`src/rtl/rnn_pkg.sv`:
```
// Shared RNN datapath types and constants: element width, vector width, FP32 zero.
package rnn_pkg;

    localparam int DATA_W = 32;
    localparam int LANES  = 8;

    localparam logic [DATA_W-1:0] FP32_ZERO = 32'h0000_0000;

    typedef logic [DATA_W-1:0] fp32_vec_t [LANES];

    typedef enum logic {
        FILL = 1'b0,
        SEND = 1'b1
    } pack_state_t;

endpackage

```
`src/rtl/pack_buffer.sv`:
```
// One 8-lane packing buffer: writes elements at a running index, closes on
// the eighth element or on last, and pads the unwritten upper lanes with +0.0.
module pack_buffer
    import rnn_pkg::*;
(
    input  logic              clk,
    input  logic              rst,
    input  logic              wr_en,
    input  logic [DATA_W-1:0] wr_data,
    input  logic              wr_last,
    output fp32_vec_t         data,
    output logic [3:0]        count,
    output logic              close_now
);

    logic [2:0] idx;

    assign close_now = wr_en && (wr_last || (idx == 3'd7));

    // idx returns to 0 at close, so the buffer is ready to refill once freed
    always_ff @(posedge clk or posedge rst) begin
        if (rst) begin
            idx   <= 3'd0;
            count <= 4'd0;
            for (int i = 0; i < LANES; i++) begin
                data[i] <= FP32_ZERO;
            end
        end else if (wr_en) begin
            for (int i = 0; i < LANES; i++) begin
                if (3'(i) == idx) begin
                    data[i] <= wr_data;
                end else if (close_now && (3'(i) > idx)) begin
                    data[i] <= FP32_ZERO;
                end
            end
            if (close_now) begin
                idx   <= 3'd0;
                count <= 4'(idx) + 4'd1;
            end else begin
                idx   <= idx + 3'd1;
            end
        end
    end

endmodule

```
`src/rtl/vector_pack_1x8.sv`:
```
// Serial-to-parallel FP32 packer feeding the 8-input adder tree.
// PACK_DOUBLE_BUFFER_EN selects ping-pong buffering (fill while presenting).
//
// state | meaning
// ------+-----------------------------------------------------------
// FILL  | no vector presented; elements are written into the buffer
// SEND  | closed vector presented with m_valid=8'hFF until m_ready
module vector_pack_1x8
    import rnn_pkg::*;
(
    input  logic              clk,
    input  logic              rst,
    input  logic              s_valid,
    input  logic [DATA_W-1:0] s_data,
    input  logic              s_last,
    output logic              s_ready,
    output logic [LANES-1:0]  m_valid,
    output fp32_vec_t         m_data,
    input  logic              m_ready,
    output logic [3:0]        m_count
);

    pack_state_t state_q, state_d;
    logic        s_ready_d;
    logic        accept;

    assign accept = s_valid && s_ready;

`ifdef PACK_DOUBLE_BUFFER_EN
    logic [1:0] full_q, full_d;
    logic       fill_sel_q, fill_sel_d;
    logic       send_sel_q, send_sel_d;
    logic       hs;
    fp32_vec_t  buf_data [2];
    logic [3:0] buf_count [2];
    logic [1:0] buf_close;

    for (genvar b = 0; b < 2; b++) begin : g_buf
        pack_buffer u_buf (
            .clk       (clk),
            .rst       (rst),
            .wr_en     (accept && (fill_sel_q == 1'(b))),
            .wr_data   (s_data),
            .wr_last   (s_last),
            .data      (buf_data[b]),
            .count     (buf_count[b]),
            .close_now (buf_close[b])
        );
    end

    // Buffers alternate strictly, so presentation order follows fill order
    always_comb begin
        hs         = full_q[send_sel_q] && m_ready;
        full_d     = full_q;
        fill_sel_d = fill_sel_q;
        send_sel_d = send_sel_q;
        if (hs) begin
            full_d[send_sel_q] = 1'b0;
            send_sel_d         = ~send_sel_q;
        end
        if (buf_close[fill_sel_q]) begin
            full_d[fill_sel_q] = 1'b1;
            fill_sel_d         = ~fill_sel_q;
        end
        state_d   = full_d[send_sel_d] ? SEND : FILL;
        s_ready_d = ~full_d[fill_sel_d];
    end

    always_ff @(posedge clk or posedge rst) begin
        if (rst) begin
            full_q     <= 2'b00;
            fill_sel_q <= 1'b0;
            send_sel_q <= 1'b0;
        end else begin
            full_q     <= full_d;
            fill_sel_q <= fill_sel_d;
            send_sel_q <= send_sel_d;
        end
    end

    assign m_data  = buf_data[send_sel_q];
    assign m_count = (state_q == SEND) ? buf_count[send_sel_q] : 4'd0;
`else
    fp32_vec_t  buf_data;
    logic [3:0] buf_count;
    logic       buf_close;

    pack_buffer u_buf (
        .clk       (clk),
        .rst       (rst),
        .wr_en     (accept),
        .wr_data   (s_data),
        .wr_last   (s_last),
        .data      (buf_data),
        .count     (buf_count),
        .close_now (buf_close)
    );

    always_comb begin
        state_d = state_q;
        unique case (state_q)
            FILL: if (buf_close) state_d = SEND;
            SEND: if (m_ready)   state_d = FILL;
            default: state_d = FILL;
        endcase
        s_ready_d = (state_d == FILL);
    end

    assign m_data  = buf_data;
    assign m_count = (state_q == SEND) ? buf_count : 4'd0;
`endif

    always_ff @(posedge clk or posedge rst) begin
        if (rst) begin
            state_q <= FILL;
            s_ready <= 1'b0;
        end else begin
            state_q <= state_d;
            s_ready <= s_ready_d;
        end
    end

    assign m_valid = (state_q == SEND) ? {LANES{1'b1}} : {LANES{1'b0}};

endmodule

```
`config.mk`:
```
export PLATFORM = sky130hd
export DESIGN_NAME = vector_pack_1x8
export DESIGN_NICKNAME = d
export VERILOG_FILES = /design/src/rtl/rnn_pkg.sv /design/src/rtl/pack_buffer.sv /design/src/rtl/vector_pack_1x8.sv
export SDC_FILE = /design/constraint.sdc
export NUM_CORES = 1
export LEC_CHECK = 0
export CAP_MARGIN = 10
export CORE_MARGIN = 10
export CORE_UTILIZATION = 46
export DETAILED_ROUTE_END_ITERATION = 8
export PLACE_DENSITY = 0.8
export SKIP_LAST_GASP = 1
export SYNTH_ARGS = -nofsm -noshare
export SYNTH_HDL_FRONTEND = slang
export SYNTH_SLANG_ARGS = --single-unit
```
`constraint.sdc`:
```
create_clock -name clk -period 10.32 [get_ports clk]
set_clock_uncertainty 0.05 [all_clocks]
set_input_delay 2.064 -clock clk [delete_from_list [all_inputs] [get_ports clk]]
set_output_delay 2.064 -clock clk [all_outputs]
set_load 0.005 [all_outputs]
```
* Word level (Yosys, flattened, before mapping)
Index checks and enable logic that the tools add are counted.
Cells by class: $add $sub $neg 2, eq/ne operators 8, bitwise operators 2, muxes and demuxes 22, reductions and logical operators 29, order comparisons 8
Operators by type and width (count):
- 2-to-1 mux 32 bit | 16
- AND reduction 2 bit | 9
- nonzero test 2 bit | 8
- == test 3 bit, first input constant | 4
- greater-than comparator 3 bit, first input constant | 4
- logical AND 1 bit | 10
- 2-to-1 mux 8 bit | 1
- == test 2 x 3 -> 1 bit, first input constant | 2
- greater-than comparator 1 x 3 -> 1 bit, first input constant | 2
- greater-than comparator 2 x 3 -> 1 bit, first input constant | 2
- adder 3 x 1 -> 4 bit, second input constant | 1
- 2-to-1 mux 4 bit | 1
- adder 3 x 1 -> 3 bit, second input constant | 1
- == test 1 x 3 -> 1 bit, first input constant | 1
- == test 3 bit, second input constant | 1
- zero test 3 bit | 1
- 2-to-1 mux 3 bit | 1
- 2-to-1 mux 1 bit | 2
- NOT 1 bit | 2
- case mux 1 bit (2 select lines) | 1
- logical OR 1 bit | 1
Word-level totals: flip-flop bits (word level) 265

* Longest topological paths before layout
Gate-level depths: netlist of the first run.
word-level depth 6, gate-level depth with buffers 8, gate-level depth less buffers 5

* Modules after synthesis
From an unflattened synthesis of the first run, not the netlist that was laid out.
Second synthesis, totals: cells, all modules 909, area, all modules 10597.7 um2
By module, submodules not included:
- pack_buffer | sequential area each 6581.3 um2, area an instance 10418.7 um2, cells each 890, instances 1
- vector_pack_1x8 | sequential area each 50.0 um2, area an instance 178.9 um2, cells each 19, instances 1

* Worst setup path after synthesis of the first run
No wires, ideal clock.
kind input-to-reg, start input s_valid, end register u_buf.data[64] (netlist name), library setup time 121 ps, slack 7089 ps, path buffers 2, data required time 10149 ps, cell stages on the path 5, data arrival time 3060 ps, path through buf_2 -> nand2_2 -> a221o_1 -> buf_6 -> a22o_1
On the way: longest elaborated chain between the ends 5
RTL lines:
- from (decl) | RTL line vector_pack_1x8.sv:13 | input logic s_valid,
- logical AND 1 bit * | RTL line vector_pack_1x8.sv:27 | assign accept = s_valid && s_ready;
- logical AND 1 bit | RTL line pack_buffer.sv:18 | assign close_now = wr_en && (wr_last || (idx == 3'd7));
- logical AND 1 bit | RTL line pack_buffer.sv:32 | end else if (close_now && (3'(i) > idx)) begin
- nonzero test 2 bit (no line)
- AND reduction 2 bit (no line) *
- to (signal, indexed assignment) | RTL line pack_buffer.sv:31 | data[i] <= wr_data;
- to (decl) | RTL line pack_buffer.sv:11 | output fp32_vec_t data,
Mark *: on every way between the ends. The rest lies on a longest branch, timed or not. A chain may end at the register's enable or synchronous reset.

* Worst setup path after layout of the first run
start input s_valid, end register u_buf.data[61] (netlist name)
Same word-level chain as after synthesis.

==> results of run 1 <==
placed cells by master, fill, tap and decap left out, drive strengths merged:
cell           synthesis  layout
and4                   2       2
and2                   4       4
o2bb2ai               64      64
o21ai                 66      66
dfrtp                265     265
nor3                   3       3
buf                   80      18
nor4                   1       1
clkinv                 0       3
mux2                   4       4
bufinv                 0       1
nor2                   5       5
and3                   1       1
nand2                197     197
o21a                   1       1
o211ai                 1       1
a211o                  1       1
clkdlybuf4s50          0     305
nand4                  2       2
nand3b                 1       1
nand4b                 2       2
nor2b                  1       1
a21o                   1       1
ha                     4       4
a22o                 130     130
a221o                  1       1
clkbuf                28      42
nand3                  1       1
inv                    6       6
nor3b                  1       1
metal layers:
| metal | track usage (%) | part of all wire (%) |
|---|---|---|
| met5 | 0 | 0 |
| met4 | 8.81 | 3.4 |
| met3 | 6.94 | 10 |
| met2 | 37.9 | 47 |
| met1 | 30.6 | 39 |
flip-flops by register name (all words and copies together) (netlist names):
| signal | cells |
|---|---|
| u_buf.data | 256 |
| s_ready | 1 |
| u_buf.idx | 3 |
| u_buf.count | 4 |
| state_q | 1 |
where the power goes:
part / total (mW) / switching, mW / internal (mW)
registers: 1.37 / 0.129 / 1.24
clock network: 0.947 / 0.394 / 0.553
logic: 0.834 / 0.356 / 0.478
total: 3.15 / 0.879 / 2.27
final cells by class:
type	count	area share [%]
timing repair buffer	323	22.6
clock buffer	42	5.64
inverter	6	0.211
tap	280	2.47
multi-input combinational	494	22.1
sequential	265	46.7
clock inverter	4	0.317
stage by stage:
| stage | hold WS [ns] | instances | util [%] | instance area [um^2] | worst slack (ns) |
|---|---|---|---|---|---|
| floorplan | 0.392 | 873 | - | 10400 | 0.909 |
| global placement | 0.412 | 1366 | 60.5 | 13300 | 5.86 |
| detailed placement | 0.429 | 1366 | 60.5 | 13300 | 5.65 |
| CTS | 0.444 | 1412 | 64.3 | 14200 | 6.23 |
| global route | 0.462 | 1414 | 64.5 | 14200 | 5.93 |
| finish | 0.439 | 1414 | 64.5 | 14200 | 6.24 |
final timing paths:
check                                     from              end  slack [ns]  cells after the start
worst min-delay path            u_buf.count[0]   u_buf.count[0]        0.44                      2
worst max-delay path                   s_valid   u_buf.data[61]        6.24                      5
worst min register to register  u_buf.count[0]   u_buf.count[0]        0.44                      2
max in group asynchronous                  rst   u_buf.count[0]        6.65                      3
worst max register to register    u_buf.idx[1]  u_buf.data[148]        7.39                      6
min in group asynchronous                  rst  u_buf.data[146]        2.03                      2
kinds of logic (layout without fill, tap and decap cells):
group	count (synthesis)	in the layout	share of synthesized area (%)
flip-flops	265	265	63.9
adder cells (fa/ha/maj)	4	4	0.482
buffers and inverters	114	375	6.40
AO/OA/AOI/OAI	265	265	20.0
AND/OR/NAND/NOR	221	221	8.83
multiplexers	4	4	0.434
worst max-delay path, stage by stage:
cell	delay, ns
clkdlybuf4s50_1	0.71
o211ai_1	0.19
buf_4	0.28
nor2b_2	0.89
o21ai_0	0.23
==> impl_results.md, run 1 <==
- DIE AREA: 29000 um^2
- Ys flop type: dfrtp_1
- Synthesized cell area: 10400 um^2
- Initial core utilization: around 47%
- CTS tree: yes
- Antenna viol nets, final: 0
- Multi-input gate area: around 3100 um^2
- CP Launch Type: input port
- Final #Nets: between 1000 and 1500
- Top cell type's share of synthesized area: between 60% and 70%
- Syn Inst Count: 873
- Fin crit period: a little over 4 ns
- Clk slew on worst S/H paths: 0.06 ns
- Post-synth EDFFs: 0
- Wire length per cell: roughly 25 um
- # IOs: a little over 300
- #FFs+latches synth: approximately 270
- Dominant cells by area after synthesis: dfrtp_1 64%, a22o_1 11%, nand2_1 7.1%
- Input/output buffers: 305
- Post-CTS Setup Bufs: 0
- Die width: around 170 um
- Worst Path Required: ~11 ns
- Skew-Pair Late Insertion Delay: 0.53 ns
- Num CTS Buffers: 27
- Unrepaired setup endpoints after global routing: no
- Drt pass-1 iters: 5
- Clock root cell: clkbuf_16
- Drt total wl: between 30 and 40 mm
- Total Neg Setup Slack: 0 ns
- Via density: just under 6
- Status: finished, final reports clean
- Fin crit share: about 40%
- Hold Vio Cnt, Final: 0
- P_leak: between 6 and 7 nW
- Synth cell count leaders: 265 x dfrtp_1, 196 x nand2_1, 130 x a22o_1
- Max VDD drop: ~130 uV
- Post-CTS Resized: 0
- Final Setup Violations: 0
- Syn nets: 914
- Mean Syn Cell Area: around 12 um^2
- Worst-Margin Slew: between 1 and 1.5 ns
- Max-slew violation count: 0
- HP Class: reg -> reg
- Yosys cell types: 32
- PwrDens: about 220 nW/um^2
- FMAX: between 0.2 and 0.25 GHz
- DR DRC count: 0
- Row count: 54
- H-tree levels: 1
- Worst slew margin: between 20% and 30%
- Arrival @ worst endpoint: 4.39 ns
- Die Ht: around 170 um
- Part of the Yosys area used for sequential elements: 63.9%
- Vias in the first global route: approximately 8200
- Crit. End Element: flip-flop
- Initial antenna violation count: 0
- Gr usage total: 23.9%
- Crit path max fanout: 32
- CTS sink count: between 200 and 300
- Critical path class: in -> reg
- Ratio of cells with drive above 1 in the final layout: 6.35%
- Placer Congestion: a little over 0.8
- Seq. cell area: 6630 um^2
- Routed vias: between 8000 and 9000
- First-pass GRT wire length: 53.1 mm
- Antenna cells: 0
- Synth async-reset ratio: between 90% and 100%
- Area Growth Syn to Fin: 36.9%
- Total power: roughly 3.1 mW
- Filler cells: approximately 1700
- Initial drt markers: roughly 830
- GR Overflow Total: 0
- Pin count of the biggest net entering global routing: 115
- Core footprint: 22000 um^2
- Clock Tree Buf Depth: 3
- Max-cap violation count: 0
- Post-synth top area cell: dfrtp_1
- CTS Hold Buffers Added: 0
- HPWL Detailed: around 24 mm
- Most numerous cell in the Yosys netlist: dfrtp_1
- Synth warnings: 0
Note: power is estimated with default switching activity, not from simulation.
==> inputs of run 2 (changes only) <==
Settings changed: CORE_UTILIZATION 46 to 43, PLACE_DENSITY 0.8 to 0.79.
Clock period 10.32 ns to 3.5 ns, I/O delays scaled along.
==> run 2 against run 1 <==
Effect of this change:
- die area is 6.1% higher
- largest cell class unchanged
- critical endpoint is now u_buf.data[132]
- sequential power grew to 2.9 times the previous value
- highest routed layer unchanged
- final cell count up 3.9%
- critical path depth rose by 1
- global-route usage fell by 0.99 points
==> impl_results.md, run 2 (synthesized netlist as in run 1, its figures left out) <==
- Status: finished, final reports clean
- Row count: 56 (+3.7%)
- Largest regs: u_buf.data: 256 flops, u_buf.count: 4 flops, u_buf.idx: 3 flops
- FMAX: about 0.34 GHz
- H-tree levels: 1 (unchanged)
- Crit path top cell by count: ha_1
- Reg2reg end: u_buf.data[132]
- Gate power share: 26.1% (-0.4 points)
- Final Setup Violations: 0 (unchanged)
- Routed vias: 8205 (-0.061%)
- Wire length per cell: 24.7 um (-1.6%)
- Initial core utilization: 43.9% (-3.2 points)
- Max-slew violation count: 0 (unchanged)
- Gr usage total: 22.9% (-0.99 points)
- Area Growth Syn to Fin: 39.6%
- Switch Pwr: 2.65 mW (+200%)
- Antenna viol nets, final: 0 (unchanged)
- Seq. cell area: 6630 um^2 (unchanged)
- Switching Share: 27.5% (-0.37 points)
- Clk slew on worst S/H paths: 0.06 ns (about the same)
- Crit path max fanout: 22 (-31%)
- Total power: 9.61 mW (+210%)
- Most frequent cells in the layout: 305 x clkdlybuf4s50_1, 265 x dfrtp_1, 196 x nand2_1, 130 x a22o_1, 66 x o21ai_0
- Fin crit period: just under 3 ns
- Worst Path Required: 3.90 ns (-6.72 ns)
- Arrival @ worst endpoint: 3.37 ns (-1.02 ns)
- Crit. End Element: flip-flop
- Worst R2R Path Depth: 6 (unchanged)
- Crit path cell chain: ha_1 -> ha_1 -> nor2_1 -> a21o_1 -> buf_4 -> a22o_1
- Most flop-heavy register: u_buf.data
- CTS tree: yes
- Drt total wl: 36.2 mm (+2.3%)
- Skew-Pair Late Insertion Delay: 0.52 ns (about the same)
- P_leak: 6.32 nW (+1.7%)
- Final #Nets: 1170 (+1.0%)
- Final Cell Area: 14500 um^2 (+1.9%)
- Worst reg2reg startpoint: u_buf.idx[1]
- # IOs: 306 (unchanged)
- Vias in the first global route: 8679 (+5.6%)
- Via density: 5.59 (-3.8%)
- CP peak stage delay: 0.83 ns (-0.06 ns)
- Hold Slack: 0.391 ns (-0.0486 ns)
- First-pass GRT wire length: 55.5 mm (+4.5%)
- Initial drt markers: 747 (-10%)
- R2r setup slk: 0.54 ns (-6.85 ns)
- Worst path slowest cell: a21o_1
- Die Ht: 175 um (+3.0%)
- GR Overflow Total: 0 (unchanged)
- Seq pwr share: 42.1% (-1.3 points)
- Input/output buffers: 305 (unchanged)
- CP Launch Type: flip-flop
- Unrepaired setup endpoints after global routing: no
- CTS sink count: 265 (unchanged)
- Multi-input gate area: 3130 um^2 (-0.12%)
- Clock Tree Buf Depth: 3 (unchanged)
- DR DRC count: 0 (unchanged)
- HPWL Detailed: 25.2 mm (+4.7%)
- Initial antenna violation count: 1 (+1)
- Post-CTS Setup Bufs: 0 (unchanged)
- Ratio of cells with drive above 1 in the final layout: 7.40% (+1.0 points)
- Num CTS Buffers: 28 (+3.7%)
- Max-cap violation count: 0 (unchanged)
- Placer Congestion: 0.822 (+0.90%)
- Worst slew margin: 35.6% (+14 points)
- Clock power frac: 31.8% (+1.7 points)
- Pin count of the biggest net entering global routing: 135 (+17%)
- Post-CTS Resized: 0 (unchanged)
- P_int: 6.96 mW (+210%)
- Drt pass-1 iters: 5 (unchanged)
- Most common cell after layout, fill and taps aside: clkdlybuf4s50_1
- HP Class: in -> async
- Placed cell area: 13500 um^2 (+1.6%)
- Largest register FFs: 256 (unchanged)
- DIE AREA: 30700 um^2 (+6.1%)
- Die width: 175 um (+3.0%)
- Worst-Margin Slew: 0.965 ns (-0.217 ns)
- PwrDens: 663 nW/um^2 (+200%)
- Hold Vio Cnt, Final: 0 (unchanged)
- Critical path class: reg -> reg
- Clock root cell: clkbuf_16
- Core footprint: 23600 um^2 (+7.2%)
- Max VDD drop: 376 uV (+200%)
- CTS Hold Buffers Added: 0 (unchanged)
- Fin crit share: a little over four fifths
- Filler cells: 1889 (+13%)
[run 2: changes by cell type in the layout (fill, tap and decap cells not counted), moves of 2 or more]
cell	before	now
clkbuf_1	8	11
buf_4	16	23
bufinv_16	1	4
clkbuf_16	27	29
clkbuf_8	7	3
buf_12	0	6
[run 2: layout make-up]
class | count | share of cell area, %
clock inverter | 7 | 0.976
clock buffer | 43 | 5.58
antenna | 1 | 0.0173
tap | 319 | 2.76
timing repair buffer | 334 | 23.1
sequential | 265 | 45.8
inverter | 6 | 0.181
multi-input combinational | 494 | 21.6
[run 2: power by group through the flow]
stage / Clock, mW / Combinational (mW) / Sequential [mW]
CTS: 3.11 / 2.55 / 4.04
global route: 3.24 / 2.70 / 4.11
floorplan: 0 / 0.878 / 4.06
detailed placement: 0 / 2.54 / 4.08
global placement: 0 / 2.47 / 4.06
finish: 3.06 / 2.51 / 4.04
[run 2: layer usage]
metal  vias up  part of all wire, %  global-route usage, %
met5         -                    0                      0
met4         0                  3.2                   7.35
met3        67                  9.4                   7.01
met2       412                   48                   37.9
met1      4158                   40                   28.2
li1       3568                    -                      -
[run 2: worst max-delay path by stage]
stage,depth (start not counted),endpoint,start,slack [ns]
floorplan,1,s_ready,rst,-0.75
global placement,5,u_buf.data[130],s_last,0.58
detailed placement,5,u_buf.data[132],s_last,0.46
CTS,6,u_buf.data[132],u_buf.idx[1],0.55
global route,6,u_buf.data[132],u_buf.idx[1],0.40
finish,6,u_buf.data[132],u_buf.idx[1],0.54
[run 2: metrics by stage]
step,setup TNS (ns),cells,worst slack [ns],util [%]
finish,0,1469,0.537,61.4
global route,0,1468,0.398,61.3
CTS,0,1468,0.547,61.3
detailed placement,0,1418,0.462,57.3
global placement,0,1418,0.579,57.3
floorplan,-198.09,873,-0.748,-
[run 2: worst max-delay path: cells and delay by family, from the launching register on]
| family | cells | cell delay [ns] |
|---|---|---|
| and+or+nand+nor | 1 | 0.45 |
| DFF | 1 | 0.56 |
| buffers and inverters | 1 | 0.31 |
| adders and majority gates | 2 | 0.51 |
| AOI/OAI and AO/OA | 2 | 1.00 |
